--- config.mk ---
export PLATFORM = sky130hd
export DESIGN_NAME = line_shift_engine
export DESIGN_NICKNAME = d
export VERILOG_FILES = /design/src/rtl/game_pkg.sv /design/src/rtl/line_reverse.sv /design/src/rtl/line_shift_engine.sv
export SDC_FILE = /design/constraint.sdc
export NUM_CORES = 1
export LEC_CHECK = 0
export BUFFER_PORTS_ARGS = -buffer_cell sky130_fd_sc_hd__buf_4
export CAP_MARGIN = 20
export CORE_AREA = 8 8 103 105
export CTS_CLUSTER_DIAMETER = 50
export DETAILED_ROUTE_END_ITERATION = 12
export DIE_AREA = 0 0 111 113
export PLACE_DENSITY_LB_ADDON = 0.25
export SLEW_MARGIN = 20
export SYNTH_ARGS = -nofsm -noshare
export SYNTH_HDL_FRONTEND = slang
export SYNTH_SLANG_ARGS = --single-unit
--- constraint.sdc ---
create_clock -name clk -period 5.01 [get_ports clk]
set_input_delay 1.002 -clock clk [delete_from_list [all_inputs] [get_ports clk]]
set_output_delay 1.002 -clock clk [all_outputs]
set_load 0.02 [all_outputs]
--- src/rtl/game_pkg.sv ---
// game_pkg: shared FSM state, default line geometry, tile type and score width helper
package game_pkg;
    localparam int DEF_LEN = 4;
    localparam int DEF_VW  = 4;

    typedef enum logic [2:0] {S_IDLE, S_LOAD, S_SCAN, S_FLUSH, S_DONE} state_t;

    typedef logic [DEF_VW-1:0] tile_t;

    function automatic int score_w(input int vw);
        return (1 << vw) + 1;
    endfunction
endpackage

--- src/rtl/line_reverse.sv ---
// line_reverse: combinational tile-order reversal of a LEN-tile line
module line_reverse #(
    parameter int LEN = 4,
    parameter int VW  = 4
) (
    input  logic [LEN*VW-1:0] line_i,
    output logic [LEN*VW-1:0] line_o
);
    for (genvar g = 0; g < LEN; g++) begin : g_rev
        assign line_o[g*VW +: VW] = line_i[(LEN-1-g)*VW +: VW];
    end
endmodule

--- src/rtl/line_shift_engine.sv ---
// line_shift_engine: sequential pack/merge of one tile line; score accumulator present only with LINE_SHIFT_SCORE_EN
module line_shift_engine
    import game_pkg::*;
#(
    parameter int LEN = DEF_LEN,
    parameter int VW  = DEF_VW
) (
    input  logic                         clk,
    input  logic                         rst,
    input  logic                         start,
    input  logic                         dir,
    input  logic [LEN*VW-1:0]            line_in,
    output logic [LEN*VW-1:0]            line_out,
    output logic                         busy,
    output logic                         done,
    output logic                         moved,
    output logic [$clog2(LEN/2+1)-1:0]   merge_cnt,
    output logic [score_w(VW)-1:0]       score_add
);
    localparam int LW = LEN * VW;
    localparam int MW = $clog2(LEN/2+1);
    localparam int SW = score_w(VW);
    localparam int PW = $clog2(LEN+1);
    localparam int CW = $clog2(LEN);
    localparam logic [VW-1:0] MAXV = {VW{1'b1}};

    state_t        state_q, state_d;
    logic [LW-1:0] in_q, in_d, work_q, work_d, res_q, res_d, out_q, out_d;
    logic [LW-1:0] rin, rout;
    logic          dir_q, dir_d, moved_q, moved_d, done_q, done_d;
    logic [VW-1:0] pend_q, pend_d, tile, wr_val;
    logic [PW-1:0] wp_q, wp_d;
    logic [CW-1:0] cnt_q, cnt_d;
    logic [MW-1:0] mcnt_q, mcnt_d, mout_q, mout_d;
    logic          wr_en, mrg;

    line_reverse #(.LEN(LEN), .VW(VW)) u_rev_in  (.line_i(in_q),  .line_o(rin));
    line_reverse #(.LEN(LEN), .VW(VW)) u_rev_out (.line_i(res_q), .line_o(rout));

    // working line is shifted down one tile per SCAN cycle, so the current tile is always the low slice
    assign tile = work_q[VW-1:0];
    assign mrg  = (state_q == S_SCAN) && (tile != '0) && (tile == pend_q) && (pend_q != MAXV);

    // next-state and datapath: capture, load, streaming merge, flush, publish
    always_comb begin
        state_d = state_q;
        in_d    = in_q;
        dir_d   = dir_q;
        work_d  = work_q;
        res_d   = res_q;
        pend_d  = pend_q;
        wp_d    = wp_q;
        cnt_d   = cnt_q;
        mcnt_d  = mcnt_q;
        out_d   = out_q;
        moved_d = moved_q;
        mout_d  = mout_q;
        done_d  = 1'b0;
        wr_en   = 1'b0;
        wr_val  = '0;
        case (state_q)
            S_IDLE: if (start && !done_q) begin
                in_d    = line_in;
                dir_d   = dir;
                state_d = S_LOAD;
            end
            S_LOAD: begin
                work_d  = dir_q ? rin : in_q;
                res_d   = '0;
                pend_d  = '0;
                wp_d    = '0;
                cnt_d   = '0;
                mcnt_d  = '0;
                state_d = S_SCAN;
            end
            S_SCAN: begin
                work_d = work_q >> VW;
                cnt_d  = cnt_q + CW'(1);
                if (mrg) begin
                    wr_en  = 1'b1;
                    wr_val = pend_q + VW'(1);
                    pend_d = '0;
                    wp_d   = wp_q + PW'(1);
                    mcnt_d = mcnt_q + MW'(1);
                end else if (tile != '0 && pend_q == '0) begin
                    pend_d = tile;
                end else if (tile != '0) begin
                    wr_en  = 1'b1;
                    wr_val = pend_q;
                    pend_d = tile;
                    wp_d   = wp_q + PW'(1);
                end
                if (cnt_q == CW'(LEN-1)) state_d = S_FLUSH;
            end
            S_FLUSH: begin
                for (int i = 0; i < LEN; i++)
                    if (i >= int'(wp_q)) res_d[i*VW +: VW] = (i == int'(wp_q)) ? pend_q : '0;
                state_d = S_DONE;
            end
            S_DONE: begin
                out_d   = dir_q ? rout : res_q;
                moved_d = (dir_q ? rout : res_q) != in_q;
                mout_d  = mcnt_q;
                done_d  = 1'b1;
                state_d = S_IDLE;
            end
            default: state_d = S_IDLE;
        endcase
        if (wr_en)
            for (int i = 0; i < LEN; i++)
                if (i == int'(wp_q)) res_d[i*VW +: VW] = wr_val;
    end

    // state and datapath registers; the write pointer must stay inside the line on every write
    always_ff @(posedge clk or posedge rst) begin
        if (rst) begin
            state_q <= S_IDLE;
            in_q    <= '0;
            dir_q   <= 1'b0;
            work_q  <= '0;
            res_q   <= '0;
            pend_q  <= '0;
            wp_q    <= '0;
            cnt_q   <= '0;
            mcnt_q  <= '0;
            out_q   <= '0;
            moved_q <= 1'b0;
            mout_q  <= '0;
            done_q  <= 1'b0;
        end else begin
            if (wr_en) assert (int'(wp_q) < LEN);
            state_q <= state_d;
            in_q    <= in_d;
            dir_q   <= dir_d;
            work_q  <= work_d;
            res_q   <= res_d;
            pend_q  <= pend_d;
            wp_q    <= wp_d;
            cnt_q   <= cnt_d;
            mcnt_q  <= mcnt_d;
            out_q   <= out_d;
            moved_q <= moved_d;
            mout_q  <= mout_d;
            done_q  <= done_d;
        end
    end

`ifdef LINE_SHIFT_SCORE_EN
    logic [SW-1:0] sacc_q, sacc_d, sout_q, sout_d;

    // score: cleared on load, adds 2**(v+1) per merge, published alongside done
    always_comb begin
        sacc_d = (state_q == S_LOAD) ? '0 :
                 mrg ? sacc_q + (SW'(1) << ({1'b0, pend_q} + (VW+1)'(1))) : sacc_q;
        sout_d = (state_q == S_DONE) ? sacc_q : sout_q;
    end

    // score registers
    always_ff @(posedge clk or posedge rst) begin
        if (rst) begin
            sacc_q <= '0;
            sout_q <= '0;
        end else begin
            sacc_q <= sacc_d;
            sout_q <= sout_d;
        end
    end

    assign score_add = sout_q;
`else
    assign score_add = '0;
`endif

    assign line_out  = out_q;
    assign moved     = moved_q;
    assign merge_cnt = mout_q;
    assign done      = done_q;
    assign busy      = (state_q != S_IDLE) || done_q;
endmodule

# After elaboration in Yosys (flattened, before gate mapping)
# Cells that the tools add are included.
# totals
ff_bits	83
word_cells	96
input_bits	20
output_inout_bits	38
# op_classes
n_reduce_logical	18
n_mux	40
magnitude_cmp	4
n_eq_ne	17
addsub	4
# op_table
cell	n
$mux 4	19
$pmux 16 s2	2
$mux 16	3
$ne 16x16->1	1
$mux 3	5
$pmux 3 s4	1
$pmux 2 s2	2
$pmux 4 s2	1
$reduce_and 2->1	4
$eq 3x2->1 const B	2
$eq 3x3->1 const A	2
$ge 1x3->1 const A	2
$ge 2x3->1 const A	2
$logic_not 3->1	2
$pmux 3 s2	1
$logic_and 1x1->1	5
$mux 1	5
$add 2x1->2 const B	2
$add 4x1->4 const B	1
$eq 4x4->1	1
$logic_not 4->1	1
$ne 2x2->1 const B	2
$ne 4x2->1 const B	1
$ne 4x4->1 const B	1
other kinds (15)	15

# Depth between registers and ports, before layout
# Gate-level depths: netlist of the first run.
# logic_depth
word_depth	8
mapped_depth	8
mapped_depth_nobuf	7

# By module
# Synthesis of the first run repeated with hierarchy kept, for this count alone.
# unflattened
hier_cells	460
area_unflattened_um2	4699.5
# by_module_without_submodules
mod	cells_per_inst	area_each_um2	seq_area_each_um2	instances
line_shift_engine	428	4459.3	2077.0	1
line_reverse	16	120.1	0.0	2

# Worst setup path after synthesis of the first run
# OpenSTA, ideal clock, no wires.
# synth_path
kind	reg2reg
start	register pend_q[0]
end	register wp_q[2]
t_arrival_ps	1968
slack_ps	2914
path_buffers	1
required_ps	4882
period_less_slack_ps	2096
stages_incl_launch_ff	8
setup_ps	128
path_cell_list	dfrtp_1 > clkbuf_1 > inv_1 > ha_1 > nor3b_1 > a21boi_2 > a21o_1 > mux2_1
# synth_between
elab_chain_len	5
elab_cells_between_ends	11
classes_between	eq/ne: 4; mux: 2; reduce/logical: 5
# synth_rtl
item	line_no	rtl
from (decl)	line_shift_engine.sv:31	logic [VW-1:0] pend_q, pend_d, tile, wr_val;
from (signal assigned)	line_shift_engine.sv:137	pend_q <= pend_d;
$eq 4x4->1	line_shift_engine.sv:42	assign mrg = (state_q == S_SCAN) && (tile != '0) && (tile == pend_q) && (pend_q != MAXV);
$logic_and 1x1->1 (2 in series)	line_shift_engine.sv:42	
$ne 3x3->1 (no line) (tied with other cells)	--	
$reduce_and 3->1 (no line) / $pmux 3 s2 (equally long branches)	--	
to (signal assigned)	line_shift_engine.sv:138	wp_q <= wp_d;
to (decl)	line_shift_engine.sv:32	logic [PW-1:0] wp_q, wp_d;
# Parallel ways exist; a longest one is shown, timed or not.
# A chain may end at the register's enable or synchronous reset.

# Worst setup path in the final report of the first run
# layout_path
start	register state_q[0]
end	register wp_q[2]
# layout_between
elab_chain_len	6
elab_cells_between_ends	11
classes_between	eq/ne: 4; mux: 2; reduce/logical: 5
# layout_rtl
item	line_no	rtl
from (decl)	line_shift_engine.sv:27	state_t state_q, state_d;
from (signal assigned)	line_shift_engine.sv:132	state_q <= state_d;
$eq 3x2->1	line_shift_engine.sv:42, line_shift_engine.sv:61	
$logic_and 1x1->1 (3 in series)	line_shift_engine.sv:42	
$ne 3x3->1 (no line) (tied with other cells)	--	
$reduce_and 3->1 (no line) / $pmux 3 s2 (equally long branches)	--	
# Parallel ways exist; a longest one is shown, timed or not.

==> summary.md, run 1 <==
| Metric | Value |
|---|---|
| Status | `finished, final reports clean` |
| Setup tns final | `0 ps` |
| CTS root buffer | `clkbuf_8` |
| Final period util | `58.59%` |
| DRC Markers | `0` |
| RSZ-0062 raised after global routing | `false` |
| Mapped Avg Cell Area | `9.994 sq um` |
| Ant. Diodes | `0` |
| Commonest non-fill, non-tap cell in the layout | `dfrtp_1` |
| Minimum clock period | `2935 ps` |
| Mapped Cells | `477` |
| Most used cell, CP | `nor2b_1` |
| Worst slew margin | `28.42%` |
| Power Density | `661.9 nW/um^2` |
| Chip Width | `111 um` |
| Area of the multi-input gates | `2436 sq um` |
| Reg clk slew, reported paths | `100 ps` |
| Sequential-to-total area share from yosys stat | `43.57%` |
| GRT Total Usage | `18.70%` |
| Drt total wl | `11530 um` |
| Final hold viol count | `0` |
| DR pass1 iterations | `5` |
| Standby leakage power | `0.002308 uW` |
| Most frequent cells in the layout | `82 x dfrtp_1, 51 x nand2_1, 42 x buf_4` |
| Post-DRT Antenna Nets | `0` |
| Area growth syn-to-layout | `8.661%` |
| Post-synth EDFFs | `0` |
| Slowest-stage cell, CP | `nor2b_1` |
| Routed vias | `3730` |
| Fill cells | `776` |
| Pin slew with the least headroom to its limit | `1072 ps` |
| H-tree depth | `3` |
| Total CTS buffers | `9` |
| Iteration-0 DRC Markers | `246` |
| Initial antenna violation count | `0` |
| GPL Wtd Cong | `0.9225` |
| Crit path kind | `flop to flop` |
| Setup Fix Bufs, Post-CTS | `0` |
| Num rows | `35` |
| Post-DR wirelength/cell | `18.83 um` |
| Vias per inst | `6.095` |
| CTS Buffer Depth | `2` |
| Synth async-reset ratio | `100.0%` |
| Later-pin clock latency in the skew report | `360 ps` |
| Synth Cell Area | `4767 sq um` |
| Startpoint Class | `flop` |
| Fmax | `340.7 MHz` |
| Grt ovf | `0` |
| Post-cts resize count | `0` |
| Max-Cap Viols | `0` |
| Port bufs | `40` |
| Largest net degree at the start of global routing | `55` |
| FF/Latch Area | `2078 sq um` |
| TritonCTS clock tree | `yes` |
| Min-delay worst type | `flop to flop` |
| Worst path arrival time | `3180 ps` |
| CP cell instances | `nor2b_1 -> nor2b_1 -> nor2_1 -> a21o_1 -> mux2_1` |
| Hold buffers post-CTS | `0` |
| Fraction of layout cells with a size suffix above 1 | `17.96%` |
| Maximum vdd drop | `457.6 uV` |
| Max FO, Critical Path | `18` |
| # IOs | `58` |
| Synth warn | `0` |
| Number of synthesized register bits | `83` |
| Top_reg_cell synth | `dfrtp_1` |
| Clock sink count | `83` |
| GR Util met3 | `4.709%` |
| Die extent in y | `113 um` |
| Full die area | `12540 sq um` |
| Worst path max stage delay | `920 ps` |
| Placed insts | `596` |
| Setup Viol. Count Final | `0` |
| Data required, critical path | `5250 ps` |
| GR Util met2 | `29.73%` |
| Final Max Slew Viols | `0` |
| Layer with the highest usage | `met2` |
| Synth unique cells | `60` |
| Hpwl dp | `8257 um` |
| Final cell count without fillers | `612` |
| Setup crit end kind | `flop` |
| Core area | `8977 sq um` |
| Clock Skews | `10.64 ps` |
| Initial core utilization | `53.10%` |
| Vias in the first global route | `3605` |
| Fin nets | `524` |
| First-pass GRT wire length | `19030 um` |
| Met1 GRT Util | `24.44%` |
==> synthesized netlist by cell type, drive strengths merged (3+ instances only) <==
cell type  number  area (sq um)
dfrtp          83          2077
o21ai          15         75.07
xnor2           3         26.28
clkbuf         11         41.29
nand2          51         191.4
buf            39         247.7
nand3          15         90.09
nor4bb          8         80.08
a22oi           4         30.03
a21boi          5         41.29
a21o            3         22.52
mux2i          40         400.4
xor2            8         70.07
nand4           4         25.02
a21oi          27         135.1
a31oi           6         37.54
and3            4         25.02
inv             8         30.03
a22o            8         70.07
o211ai         13         97.59
a211oi          7         52.55
a221o           4         40.04
nor3b           3         27.52
nor3            3         26.28
ha              8         100.1
a221oi          3         26.28
a32oi           3         26.28
mux2           20         225.2
o311ai          5         43.79
nor2           35         133.9
nor4            5         37.53
or4             4         30.03
==> layout make-up <==
type | instances | area share, %
multi-input combinational | 352 | 47.03
sequential | 83 | 40.12
timing repair buffer | 42 | 6.087
tap | 111 | 2.681
clock buffer | 9 | 2.391
clock inverter | 7 | 1.087
inverter | 8 | 0.6039
==> flip-flops by register name, indices dropped and copies added (netlist names) <==
register,count
merge_cnt,2
dir_q,1
moved,1
cnt_q,2
pend_q,4
state_q,3
wp_q,3
in_q,16
mcnt_q,2
res_q,16
work_q,16
line_out,16
done,1
==> metrics by stage <==
step	util [%]	power [uW]	worst slack [ps]	cell area, sq um	hold slack (ps)
after floorplan	-	2530	1871	4827	438.6
after global placement	55.69	2910	2263	5000	447.4
after detailed placement	55.69	2969	2164	5000	456.1
after CTS	57.70	3425	2132	5180	478.8
after global routing	57.70	3686	1845	5180	504.5
final	57.70	3429	2075	5180	477.8
==> critical path: cells and delay by family, from the launching register on <==
kind	cells	cell delay [ps]
mux	1	320
simple gates	3	1750
compound gates	1	270
flops	1	470
==> metal layers <==
metal,vias to the layer above,part of all wire (%)
li1,1750,-
met1,1840,44
met5,-,0
met4,0,1.4
met2,130,48
met3,10,6.8
==> report_power, final <==
part | internal [uW] | switching (uW)
Clock | 187 | 264
Combinational | 711 | 899
Sequential | 944 | 423
==> path summary, 6_finish.rpt <==
kind                                     to  cells after the start  slack [ps]        from
worst min register to register    work_q[6]                      2         480  work_q[10]
worst min-delay path              work_q[6]                      2         480  work_q[10]
max in group asynchronous           in_q[1]                      3        3270         rst
worst max register to register      wp_q[2]                      5        2070  state_q[0]
min in group asynchronous       line_out[7]                      2         820         rst
worst max-delay path                wp_q[2]                      5        2070  state_q[0]
==> cell families after synthesis <==
group | Yosys count | share of synthesized area (%)
other cells | 1 | 0.07866
simple gates | 147 | 16.67
fa+ha+maj | 8 | 2.100
mux | 60 | 13.12
buf+inv | 58 | 6.693
xor+xnor | 11 | 2.021
compound gates | 109 | 15.75
flops | 83 | 43.57
(Power assumes the default switching activity.)
==> run 2: changes to the inputs <==
==> constraint.sdc (replaced) <==
create_clock -name clk -period 2.9 [get_ports clk]
set_input_delay 0.58 -clock clk [delete_from_list [all_inputs] [get_ports clk]]
set_output_delay 0.58 -clock clk [all_outputs]
set_load 0.02 [all_outputs]
==> run 2 against run 1 <==
Against the previous run:
- wire length grew 2.1%
- total power grew 77%
- core utilization grew 0.84 points
- clock-buffer cell count is the same
- sequential share of layout area shrank 0.57 points
- first-iteration DRC count shrank 6.1%
- flip-flop and latch count is the same
- via count shrank 0.13%
- register-to-register slack lost 1800 ps
- clock skew is essentially flat
- critical path type unchanged
==> summary.md, run 2 (synthesized netlist as in run 1, its figures left out) <==
| Metric | Value |
|---|---|
| DRC Markers | `0` |
| Final hold viol count | `0` |
| First-pass GRT wire length | `19060 um` |
| Fraction of layout cells with a size suffix above 1 | `18.77%` |
| Crit path kind | `flop to flop` |
| Setup crit end kind | `flop` |
| Worst path max stage delay | `760 ps` |
| Status | `finished, final reports clean` |
| Max FO, Critical Path | `12` |
| DR pass1 iterations | `5` |
| Area growth syn-to-layout | `10.24%` |
| Setup Viol. Count Final | `0` |
| Final period util | `90.42%` |
| Setup tns final | `0 ps` |
| Min-delay worst type | `input port to asynchronous set/reset pin` |
| Clock Skews | `10.82 ps` |
| Grt ovf | `0` |
| Final Max Slew Viols | `0` |
| Commonest non-fill, non-tap cell in the layout | `dfrtp_1` |
| Reg clk slew, reported paths | `90 ps` |
| Tot Pwr | `6077 uW` |
| Worst path arrival time | `2870 ps` |
| Fmax | `381.3 MHz` |
| Max-Cap Viols | `0` |
| Vias in the first global route | `3487` |
| Hpwl dp | `8284 um` |
| Pin slew with the least headroom to its limit | `926.3 ps` |
| CTS root buffer | `clkbuf_8` |
| Post-cts resize count | `0` |
| Iteration-0 DRC Markers | `231` |
| Drt total wl | `11760 um` |
| Most frequent cells in the layout | `82 x dfrtp_1, 51 x nand2_1, 46 x buf_4` |
| Startpoint Class | `flop` |
| CTS Buffer Depth | `2` |
| Post-DR wirelength/cell | `19.07 um` |
| Vias per inst | `6.037` |
| Maximum vdd drop | `665.7 uV` |
| Port bufs | `40` |
| TritonCTS clock tree | `yes` |
| Data required, critical path | `3150 ps` |
| Initial antenna violation count | `0` |
| Power Density | `1156 nW/um^2` |
| H-tree depth | `3` |
| RSZ-0062 raised after global routing | `false` |
| Die extent in y | `113 um` |
| Initial core utilization | `53.10%` |
| Hold buffers post-CTS | `0` |
| Ant. Diodes | `0` |
| Core area | `8977 sq um` |
| Largest net degree at the start of global routing | `51` |
| CP cell instances | `ha_1 -> a21boi_1 -> a21oi_1 -> o21ai_1 -> nand3_2 -> o311ai_1` |
| GRT Total Usage | `18.93%` |
| Standby leakage power | `0.002342 uW` |
| Total CTS buffers | `9` |
| Setup Fix Bufs, Post-CTS | `0` |
| GPL Wtd Cong | `0.8922` |
| Full die area | `12540 sq um` |
| Chip Width | `111 um` |
| Post-DRT Antenna Nets | `0` |
| Minimum clock period | `2622 ps` |
| Clock sink count | `83` |
| Fin nets | `529` |
| # IOs | `58` |
| Routed vias | `3725` |
| Slowest-stage cell, CP | `o21ai_1` |
| Later-pin clock latency in the skew report | `370 ps` |
| Worst slew margin | `37.83%` |
| Num rows | `35` |
-- run 2: final timing paths --
kind | startpoint | to | slack, ps | cells after the start
max | pend_q[1] | res_q[12] | 280 | 6
min | rst | line_out[11] | 260 | 2
max reg2reg | pend_q[1] | res_q[12] | 280 | 6
min reg2reg | work_q[11] | work_q[7] | 480 | 2
max in group asynchronous | rst | state_q[1] | 1970 | 3
min in group clk | line_in[0] | in_q[0] | 440 | 2
-- run 2: layout make-up --
type | count | area [sq um]
multi-input cells | 352 | 2436
flip-flops and latches | 83 | 2078
inverters | 8 | 31.28
well taps | 111 | 138.9
repair buffers | 47 | 365.4
fillers | 749 | 3722
clock buffers | 9 | 123.9
clock inverters | 7 | 81.33
-- run 2: through the flow --
stage | setup WS, ps | hold slack, ps | cell area, sq um | instances | utilization (%)
2_1_floorplan | 183.2 | 438.6 | 4827 | 493 | -
3_3_place_gp | 442.0 | 444.5 | 5050 | 601 | 56.25
3_5_place_dp | 403.0 | 449.7 | 5050 | 601 | 56.25
4_1_cts | 336.2 | 268.7 | 5255 | 617 | 58.54
5_1_grt | 89.52 | 289.4 | 5255 | 617 | 58.54
6_report | 277.7 | 264.3 | 5255 | 617 | 58.54
-- run 2: worst max-delay path: cells and delay by family (launching register included) --
family / cells / cell delay [ps]
DFF: 1 / 540
adders and majority gates: 1 / 290
AOI/OAI and AO/OA: 4 / 1430
and+or+nand+nor: 1 / 260
-- run 2: layer usage --
layer	GRT usage [%]	share of wire, %	vias to the layer above	wire (um)
li1	-	-	1766	-
met1	26.05	46	1806	5442
met2	28.30	45	135	5333
met3	3.968	6.6	18	773
met4	7.838	1.8	0	215
met5	0	0	-	0
-- run 2: power breakdown --
group | internal [uW] | leakage (uW) | switching [uW]
clock network | 409 | 0.0000944 | 464
registers | 1630 | 0.00105 | 659
logic | 1260 | 0.00120 | 1650
total | 3300 | 0.00234 | 2780
